**src/rtl/rca_config_loader.sv**
```systemverilog
// rca_config_loader
// Streams the fixed-order configuration words of one accelerator slot into the
// RCA configuration register file. Each accepted word becomes a one-cycle write
// strobe with address and value on the port of the section currently being
// loaded: grid muxes, IO muxes, feedback result muxes, then the IO input map.
module rca_config_loader #(
    parameter int NUM_RCAS           = 4,
    parameter int NUM_GRID_MUXES     = 8,
    parameter int GRID_MUX_INPUTS    = 8,
    parameter int GRID_NUM_ROWS      = 4,
    parameter int IO_UNIT_MUX_INPUTS = 8,
    parameter int NUM_WRITE_PORTS    = 2
) (
    input  logic                                   clk,
    input  logic                                   rst,
    input  logic                                   start,
    input  logic [$clog2(NUM_RCAS)-1:0]            start_rca,
    input  logic [31:0]                            cfg_data,
    input  logic                                   cfg_valid,
    output logic                                   cfg_ready,
    output logic [$clog2(NUM_RCAS)-1:0]            rca_sel_cfg,
    output logic                                   grid_mux_wr_en,
    output logic [$clog2(NUM_GRID_MUXES)-1:0]      grid_mux_wr_addr,
    output logic [$clog2(GRID_MUX_INPUTS)-1:0]     new_grid_mux_sel,
    output logic                                   io_mux_wr_en,
    output logic [$clog2(GRID_NUM_ROWS)-1:0]       io_mux_addr,
    output logic [$clog2(IO_UNIT_MUX_INPUTS)-1:0]  new_io_mux_sel,
    output logic                                   rca_fb_result_mux_wr_en,
    output logic [$clog2(NUM_WRITE_PORTS)-1:0]     rca_result_mux_addr,
    output logic [$clog2(GRID_NUM_ROWS)-1:0]       new_rca_result_mux_sel,
    output logic                                   rca_io_inp_map_wr_en,
    output logic [GRID_NUM_ROWS-1:0]               new_rca_io_inp_map,
    output logic                                   busy,
    output logic                                   done
);

    localparam int GA_W = $clog2(NUM_GRID_MUXES);
    localparam int GS_W = $clog2(GRID_MUX_INPUTS);
    localparam int IA_W = $clog2(GRID_NUM_ROWS);
    localparam int IS_W = $clog2(IO_UNIT_MUX_INPUTS);
    localparam int RA_W = $clog2(NUM_WRITE_PORTS);
    localparam int RS_W = $clog2(GRID_NUM_ROWS);

    // The word index must cover the longest addressed section.
    localparam int MAX_GI  = (NUM_GRID_MUXES > GRID_NUM_ROWS) ? NUM_GRID_MUXES : GRID_NUM_ROWS;
    localparam int MAX_SEC = (MAX_GI > NUM_WRITE_PORTS) ? MAX_GI : NUM_WRITE_PORTS;
    localparam int IDX_W   = (MAX_SEC > 1) ? $clog2(MAX_SEC) : 1;

    localparam logic [IDX_W-1:0] GRID_LAST = IDX_W'(NUM_GRID_MUXES - 1);
    localparam logic [IDX_W-1:0] IO_LAST   = IDX_W'(GRID_NUM_ROWS - 1);
    localparam logic [IDX_W-1:0] RES_LAST  = IDX_W'(NUM_WRITE_PORTS - 1);

    typedef enum logic [2:0] {
        S_IDLE = 3'd0,
        S_GRID = 3'd1,
        S_IO   = 3'd2,
        S_RES  = 3'd3,
        S_MAP  = 3'd4
    } state_t;

    state_t            state_reg;
    logic [IDX_W-1:0]  idx_reg;

    // High bits of the config word carry nothing for this loader.
    logic unused_cfg_bits;
    assign unused_cfg_bits = ^cfg_data;

    // Handshake and status are pure decodes of the state register.
    assign cfg_ready = (state_reg != S_IDLE);
    assign busy      = (state_reg != S_IDLE);

    // Section sequencer: one registered write per accepted word, strobes default low.
    always_ff @(posedge clk) begin
        if (rst) begin
            state_reg               <= S_IDLE;
            idx_reg                 <= '0;
            rca_sel_cfg             <= '0;
            grid_mux_wr_en          <= 1'b0;
            grid_mux_wr_addr        <= '0;
            new_grid_mux_sel        <= '0;
            io_mux_wr_en            <= 1'b0;
            io_mux_addr             <= '0;
            new_io_mux_sel          <= '0;
            rca_fb_result_mux_wr_en <= 1'b0;
            rca_result_mux_addr     <= '0;
            new_rca_result_mux_sel  <= '0;
            rca_io_inp_map_wr_en    <= 1'b0;
            new_rca_io_inp_map      <= '0;
            done                    <= 1'b0;
        end else begin
            grid_mux_wr_en          <= 1'b0;
            io_mux_wr_en            <= 1'b0;
            rca_fb_result_mux_wr_en <= 1'b0;
            rca_io_inp_map_wr_en    <= 1'b0;
            done                    <= 1'b0;
            case (state_reg)
                S_IDLE: begin
                    if (start) begin
                        rca_sel_cfg <= start_rca;
                        idx_reg     <= '0;
                        state_reg   <= S_GRID;
                    end
                end
                S_GRID: begin
                    if (cfg_valid) begin
                        grid_mux_wr_en   <= 1'b1;
                        grid_mux_wr_addr <= idx_reg[GA_W-1:0];
                        new_grid_mux_sel <= cfg_data[GS_W-1:0];
                        if (idx_reg == GRID_LAST) begin
                            idx_reg   <= '0;
                            state_reg <= S_IO;
                        end else begin
                            idx_reg <= idx_reg + 1'b1;
                        end
                    end
                end
                S_IO: begin
                    if (cfg_valid) begin
                        io_mux_wr_en   <= 1'b1;
                        io_mux_addr    <= idx_reg[IA_W-1:0];
                        new_io_mux_sel <= cfg_data[IS_W-1:0];
                        if (idx_reg == IO_LAST) begin
                            idx_reg   <= '0;
                            state_reg <= S_RES;
                        end else begin
                            idx_reg <= idx_reg + 1'b1;
                        end
                    end
                end
                S_RES: begin
                    if (cfg_valid) begin
                        rca_fb_result_mux_wr_en <= 1'b1;
                        rca_result_mux_addr     <= idx_reg[RA_W-1:0];
                        new_rca_result_mux_sel  <= cfg_data[RS_W-1:0];
                        if (idx_reg == RES_LAST) begin
                            idx_reg   <= '0;
                            state_reg <= S_MAP;
                        end else begin
                            idx_reg <= idx_reg + 1'b1;
                        end
                    end
                end
                S_MAP: begin
                    // Single word; done rides with the map strobe while already back in IDLE.
                    if (cfg_valid) begin
                        rca_io_inp_map_wr_en <= 1'b1;
                        new_rca_io_inp_map   <= cfg_data[GRID_NUM_ROWS-1:0];
                        done                 <= 1'b1;
                        idx_reg              <= '0;
                        state_reg            <= S_IDLE;
                    end
                end
                default: begin
                    idx_reg   <= '0;
                    state_reg <= S_IDLE;
                end
            endcase
        end
    end

endmodule

```
**config.mk**
```make
export PLATFORM = sky130hd
export DESIGN_NAME = rca_config_loader
export DESIGN_NICKNAME = d
export VERILOG_FILES = /design/src/rtl/rca_config_loader.sv
export SDC_FILE = /design/constraint.sdc
export NUM_CORES = 1
export LEC_CHECK = 0
export ABC_AREA = 0
export BUFFER_PORTS_ARGS = -buffer_cell sky130_fd_sc_hd__buf_2
export CAP_MARGIN = 20
export CORE_UTILIZATION = 35
export CTS_CLUSTER_SIZE = 25
export DETAILED_ROUTE_END_ITERATION = 8
export GPL_TIMING_DRIVEN = 0
export PLACE_DENSITY = 0.66
export RECOVER_POWER = 25
export REMOVE_ABC_BUFFERS = 1
export SETUP_SLACK_MARGIN = 0.1
export SLEW_MARGIN = 25
export SYNTH_ARGS = -nofsm -noshare
export SYNTH_HDL_FRONTEND = slang
export SYNTH_SLANG_ARGS = --single-unit
```
**constraint.sdc**
```tcl
create_clock -name clk -period 1.7 [get_ports clk]
set_clock_uncertainty 0.1 [all_clocks]
set_input_delay 0.17 -clock clk [delete_from_list [all_inputs] [get_ports clk]]
set_output_delay 0.17 -clock clk [all_outputs]
set_load 0.01 [all_outputs]
```
======== Word level (Yosys, flattened, before mapping) ========
Index checks and enable logic that the tools add are counted.
storage, ports and cells
  logic and storage cells ................. 65
  output and inout port bits .............. 27
  register bits ........................... 30
  bits of input ports ..................... 38
operators by class
  add/sub/neg operators ................... 1
  equality and inequality tests ........... 15
  bitwise operators ....................... 4
  mux-type cells .......................... 18
  reduce and logical (&&, ||, !) cells .... 13
operators with widths
  cell                                                              number
  3-bit 2-to-1 mux                                                  15
  3-bit case mux with 5 select lines                                2
  2-bit inequality test (second input constant)                     8
  2-bit AND reduction                                               5
  3-bit by 2-bit == test with 1-bit output (second input constant)  3
  8-bit AND reduction                                               1
  2-bit OR reduction                                                4
  3-bit by 1-bit == test with 1-bit output (second input constant)  2
  3-bit == test (second input constant)                             2
  5-bit AND reduction                                               1
  1-bit NOT                                                         4
  3-bit by 1-bit adder with 3-bit output (second input constant)    1
  3-bit zero test                                                   1
  3-bit nonzero test                                                1
  1-bit 2-to-1 mux                                                  1

======== Depth between registers and ports, before layout ========
Gate-level depths: netlist of run 1.
  depth in word-level cells ............... 4
  gate-level depth with buffers ........... 6
  gate-level depth less buffers ........... 6

======== Least setup slack after synthesis of run 1 ========
OpenSTA, ideal clock, no wires.
  path kind ............................... flip-flop to flip-flop
  start point ............................. register idx_reg[0]
  end point ............................... register state_reg[0]
  arrival ................................. 1.479 ns
  cell stages (with the launch flop) ...... 6
  library setup time ...................... 0.121 ns
  setup slack ............................. 0.000 ns
  period minus slack after synthesis ...... 1.700 ns
  cells stage by stage .................... dfxtp_1 -> ha_1 -> or2b_1 -> a21oi_1 -> o21ai_2 -> mux2_4
on the way
  cells in the longest elaborated chain, start to end .. 3
  elaborated cells on any way between the ends .. 7
  classes of those cells .................. eq/ne: 6; reduce/logical: 1
ends and longest elaborated chain
  element                                                                 RTL line  source
  start, declared                                                         62        logic [IDX_W-1:0] idx_reg;
  start signal, assigned                                                  113       idx_reg <= idx_reg + 1'b1;
  start signal, assigned                                                  126       idx_reg <= idx_reg + 1'b1;
  start signal, assigned                                                  139       idx_reg <= idx_reg + 1'b1;
  3-bit by 1-bit == test with 1-bit output, or another cell as far along  135       if (idx_reg == RES_LAST) begin
  2-bit inequality test (no source line)                                  n/a
  8-bit AND reduction (no source line) (*)                                n/a
  end signal, assigned                                                    137       state_reg <= S_MAP;
  end signal, assigned                                                    150       state_reg <= S_IDLE;
  end signal, assigned                                                    155       state_reg <= S_IDLE;
  end, declared                                                           61        state_t state_reg;
Mark *: on every way between the ends. The rest lies on a longest branch, timed or not.
A chain may end at the register's enable or synchronous reset.

======== Worst setup path after layout of run 1 ========
  start point ............................. register state_reg[2]
  end point ............................... register idx_reg[1]
on the way
  cells in the longest elaborated chain, start to end .. 3
  elaborated cells on any way between the ends .. 12
  classes of those cells .................. eq/ne: 9; mux: 1; reduce/logical: 2
ends and longest elaborated chain
  element                                                                 RTL line  source
  start signal, assigned                                                  75        state_reg <= S_IDLE;
  start signal, assigned                                                  101       state_reg <= S_GRID;
  start signal, assigned                                                  111       state_reg <= S_IO;
  3-bit by 1-bit == test with 1-bit output, or another cell as far along  96        case (state_reg)
  2-bit inequality test (no source line)                                  n/a
  5-bit AND reduction (no source line)                                    n/a
Several ways; a longest one is shown, not always the timed one.

==> results.yml, run 1 <==
timing:
  period_share: 0.952
  max_slew_margin: 0.631
  max_freq_ghz: 0.618
  whs_ns: 0.0322
  maxSlewViolCount: 0
  rsz0062_at_grt: "true"
  setup_viol: 0
  hold_viol: 0
  fin_crit_ns: 1.62
  tightest_slew_ns: 0.553
  layout_setup_ws_ns: 0.0818
logic_synthesis:
  synth_area_um2: 1310
  yosys_most_used_dff: "dfxtp_1"
  synth_edf_count: 0
  synthArstFlopShare: 0
  synthCells: 135
  ys_ff_latch: 30
  yosys_warnings: 0
  synth.yosys.seq_area_share: 0.459
  avgSynthCellArea_um2: 9.69
  ys_types: 32
outcome:
  status: "completed"
placed_design:
  gp_congestion: 0.750
  dp_cells: 205
  dp_slack_ns: -0.227
  portBuffers: 36
  post-dp-hpwl_mm: 1.79
grt:
  grt_usage: 0.149
  grt_max_degree: 33
  grt_pass1_wl_mm: 4.53
  grt_pass1_vias: 1037
  antenna_found_initial: 0
  overflow: 0
clock_tree:
  cts.sinks: 30
  path_clk_slew_ns: 0.06
  cts_hold_buffers: 0
  root_buffer: "clkbuf_8"
  ctsLongestPathBuffers: 2
  htree_levels: 2
  clk_latency_ns: 0.28
  cts_tree: "yes"
  cts_buffers: 5
critical_path:
  cp_max_fo: 3
  worstSetupEndpointType: "flip-flop"
  cp.required_ns: 1.81
  critPathKind: "flip-flop to flip-flop"
  crit_arrival_ns: 1.73
  cp-start-kind: "flip-flop"
power_and_ir_drop:
  power.share.clock: 0.313
  fin_total_pwr_mw: 2.32
  p_sw_mw: 0.706
  ir_drop_mv: 0.442
  pwr-share-seq: 0.384
  leakage_nw: 0.742
  powerDensity_nw_per_um2: 1310
  p_comb_frac: 0.303
  p_sw_frac: 0.304
  power.internal_mw: 1.61
final_layout:
  regMostFlops: "new_rca_io_inp_map"
  seqCellArea_um2: 619
  area_delta_synth_final_pct: 35.6
  diodes: 0
  drive_gt1_frac: 0.354
  multi_input_area_um2: 711
  finalNonFillerCells: 224
  fin_nets: 220
  largest_register_ffs: 4
  fill_cells: 323
floorplanning:
  die_h_um: 63.1
  die-area_um2: 3980
  die_x_um: 63.1
  coreArea_um2: 3470
  io-pin-count: 65
  rows: 21
  start_util: 0.377
detailed_routing:
  wl_per_cell_um: 13.4
  firstDrtPassIters: 4
  vias: 1128
  drc: 0
  via_per_inst: 5.04
  finalWirelength_mm: 3.00
  drtIter0Drc: 47
  postRouteAntennaNets: 0
job:
  maxCapViolCount: 0
worst_hold_path:
  worstHoldPathType: "primary input to flip-flop"
==> per-stage QoR <==
| stage | util | cell area, µm² | TNS (ns) |
|---|---|---|---|
| finish | 0.511 | 1770 | 0 |
| global placement | 0.427 | 1480 | -0.289 |
| detailed placement | 0.427 | 1480 | -0.543 |
| global route | 0.511 | 1770 | 0 |
| CTS | 0.471 | 1630 | 0 |
| floorplan | - | 1240 | -0.000524 |
==> cell families after synthesis <==
| logic type | after synthesis | synth area share |
|---|---|---|
| simple gates | 52 | 0.209 |
| buf+inv | 16 | 0.0603 |
| compound gates | 11 | 0.0613 |
| flops | 30 | 0.459 |
| fa+ha+maj | 4 | 0.0383 |
| mux | 22 | 0.172 |
==> repair_timing <==
action / 4_1_cts / 5_1_grt
resized for setup: 11 / 15
endpoints found under the hold margin: 0 / 0
pin swaps: 4 / 9
setup buffers: 2 / 10
setup endpoints to repair: 18 / 6
==> worst max-delay path, stage by stage, from the launching register on <==
cell,delay (ns)
dfxtp_4,0.35
mux2i_2,0.17
o31a_1,0.28
or4_4,0.52
a21oi_2,0.12
==> worst paths after layout <==
check | startpoint | end | slack, ns | cells past startpoint
max | state_reg[2] | idx_reg[1] | 0.08 | 4
min | cfg_data[3] | new_rca_io_inp_map[3] | 0.03 | 3
max reg2reg | state_reg[2] | idx_reg[1] | 0.08 | 4
min reg2reg | grid_mux_wr_addr[2] | grid_mux_wr_addr[2] | 0.38 | 2
==> placed cells by master (no fill, tap or decap), drive strengths merged, types with 3 or more instances in the layout <==
cell type	count
nand3b	3
nand3	3
clkbuf	19
a21oi	3
ha	4
nor2b	4
nand2	3
dfxtp	30
inv	4
mux2i	21
nor2	27
buf	35
==> per-layer routing <==
metal	wire length, µm	global-route usage	vias to the layer above
met1	1310	0.157	536
li1	-	-	554
met3	171	0.0652	6
met5	0	0	-
met4	53	0.0756	0
met2	1460	0.249	32
==> layout make-up <==
cell class / count / share of cell area
flip-flops and latches: 30 / 0.349
clock inverters: 1 / 0.0169
clock buffers: 6 / 0.0466
well taps: 46 / 0.0325
inverters: 4 / 0.00847
repair buffers: 48 / 0.145
multi-input cells: 89 / 0.401
==> synthesized netlist by cell type, drive strengths merged (2+ instances only) <==
cell type / number / area share
a21oi: 3 / 0.011
and4bb: 2 / 0.019
buf: 11 / 0.046
dfxtp: 30 / 0.46
ha: 4 / 0.038
inv: 4 / 0.011
mux2i: 21 / 0.16
nand2: 3 / 0.0086
nand3: 3 / 0.011
nand3b: 3 / 0.017
nand4: 2 / 0.0096
nor2: 27 / 0.078
nor2b: 4 / 0.019
or4: 2 / 0.011
==> power by group through the flow <==
stage | Combinational (mW) | Sequential [mW] | Clock (mW)
floorplan | 0.328 | 0.879 | 0
finish | 0.704 | 0.890 | 0.726
detailed placement | 0.474 | 0.890 | 0
global route | 0.761 | 0.907 | 0.778
global placement | 0.457 | 0.883 | 0
CTS | 0.503 | 0.894 | 0.741
Power figures use the tool's default switching activity.
==> inputs of run 2 (changes only) <==
CORE_UTILIZATION = 40   (was 35)
PLACE_DENSITY = 0.74   (was 0.66)
==> run 2 against run 1 <==
Against the previous run:
- sequential cell count is the same
- sequential power grew 2%
- setup slack lost 0.0048 ns
- critical path depth grew 1
- combinational power shrank 8.7%
- cell count shrank 1.3%
- critical endpoint is now idx_reg[0]
==> results.yml, run 2 (same netlist as run 1, synthesis figures left out) <==
outcome:
  status: "completed"
timing:
  fin_crit_ns: 1.62
  tightest_slew_ns: 0.549
  totalNegativeSetupSlack_ns: 0
  setup_viol: 0
  rsz0062_at_grt: "true"
  hold_viol: 0
  max_freq_ghz: 0.616
  maxSlewViolCount: 0
  max_slew_margin: 0.634
  period_share: 0.955
floorplanning:
  rows: 20
  die-area_um2: 3500
  die_x_um: 59.2
  start_util: 0.425
  coreArea_um2: 3080
  die_h_um: 59.2
  io-pin-count: 65
final_layout:
  final_cell_area_um2: 1740
  diodes: 0
  finalNonFillerCells: 221
  fill_cells: 306
  regMostFlops: "new_rca_io_inp_map"
  drive_gt1_frac: 0.339
  final_cell_mix: "nor2_1, dfxtp_1, mux2i_1, buf_2, clkbuf_1"
  area_delta_synth_final_pct: 32.8
  largest_register_ffs: 4
  fin_nets: 218
critical_path:
  cpPeakStageDelay_ns: 0.49
  worstReg2RegEnd: "idx_reg[0]"
  r2r_slack_ns: 0.08
  cp_num_buf_inv: 0
  path_delay_family: "simple AND/OR/NAND/NOR gates"
  critPathKind: "flip-flop to flip-flop"
  critical_path.cell_chain: "ha_4, or2b_1, a21oi_4, or4_1, a21oi_1"
  r2r_start: "idx_reg[0]"
  cp.required_ns: 1.85
  critPathSlowestCell: "or4_1"
  cp_max_fo: 4
  r2r_cells: 5
  worstSetupEndpointType: "flip-flop"
  cp-start-kind: "flip-flop"
  crit_arrival_ns: 1.78
job:
  maxCapViolCount: 0
worst_hold_path:
  min_from: "cfg_data[2]"
  whs_path_depth: 3
  worstHoldEndpoint: "new_rca_io_inp_map[2]"
  worstHoldPathType: "primary input to flip-flop"
detailed_routing:
  via_per_inst: 5.00
  drtIter0Drc: 16
  postRouteAntennaNets: 0
  drc: 0
  wl_per_cell_um: 13.3
  finalWirelength_mm: 2.93
  firstDrtPassIters: 3
  vias: 1104
clock_tree:
  clk_latency_ns: 0.33
  path_clk_slew_ns: 0.09
  root_buffer: "clkbuf_4"
  htree_levels: 2
  cts.sinks: 30
  ctsLongestPathBuffers: 2
  cts_buffers: 5
  cts_tree: "yes"
grt:
  grt_max_degree: 33
  antenna_found_initial: 0
  overflow: 0
  grt_pass1_vias: 982
  grt_pass1_wl_mm: 4.53
  grt_usage: 0.177
placed_design:
  gp_congestion: 0.794
  place_area_um2: 1480
  dp_cells: 203
  portBuffers: 36
  post-dp-hpwl_mm: 1.85
power_and_ir_drop:
  powerDensity_nw_per_um2: 1190
  ir_drop_mv: 0.548
  leakage_nw: 0.707
  fin_total_pwr_mw: 2.07
[run 2: cell types whose count changed in the layout (fill, tap and decap cells not counted), sizes merged]
cell,change
clkbuf,+2
buf,-4
dlygate4sd3,+2
bufinv,-1
[run 2: worst max-delay path by stage]
stage,start,to,depth (start not counted)
after CTS,state_reg[2],idx_reg[1],4
after global routing,idx_reg[1],state_reg[0],6
after detailed placement,state_reg[2],state_reg[0],4
after global placement,state_reg[2],state_reg[0],4
final,idx_reg[0],idx_reg[0],5
after floorplan,idx_reg[0],state_reg[0],5
[run 2: stage by stage]
stage          hold WS, ns  worst slack [ns]  utilization
6_report            0.0129            0.0770        0.564
5_1_grt             0.0250           -0.0215        0.564
4_1_cts            0.00528            0.0626        0.540
3_5_place_dp         0.321            -0.240        0.480
3_3_place_gp         0.307            -0.168        0.480
2_1_floorplan        0.139         -0.000524            -
[run 2: layer usage]
layer | wire [µm] | part of all wire | global-route usage | vias up
li1 | - | - | - | 544
met1 | 1310 | 0.45 | 0.217 | 520
met2 | 1430 | 0.49 | 0.292 | 37
met3 | 165 | 0.056 | 0.0699 | 3
met4 | 25 | 0.0085 | 0.0408 | 0
met5 | 0 | 0 | 0 | -
[run 2: cell type report]
| class | count | area (µm²) | share of cell area |
|---|---|---|---|
| Tap cell | 44 | 55.1 | 0.0317 |
| Clock buffer | 8 | 78.8 | 0.0454 |
| Timing Repair Buffer | 46 | 264 | 0.152 |
| Sequential cell | 30 | 619 | 0.357 |
| Multi-Input combinational cell | 89 | 702 | 0.404 |
| Inverter | 4 | 17.5 | 0.0101 |
[run 2: where the power goes]
group	switching, mW	internal, mW
Clock	0.240	0.282
Combinational	0.297	0.346
Sequential	0.126	0.777
[run 2: worst min-delay path, cell delays in order]
cell and delay, ns:
buf_2 0.10, mux2i_1 0.07, nor2_1 0.07
[run 2: timing repair]
item                                    CTS  global route
hold buffers                              2             0
pin swaps                                 4             5
setup buffers                             7             1
resized for setup                        13            16
endpoints found under the setup margin   22             9
hold endpoints to repair                  2             0
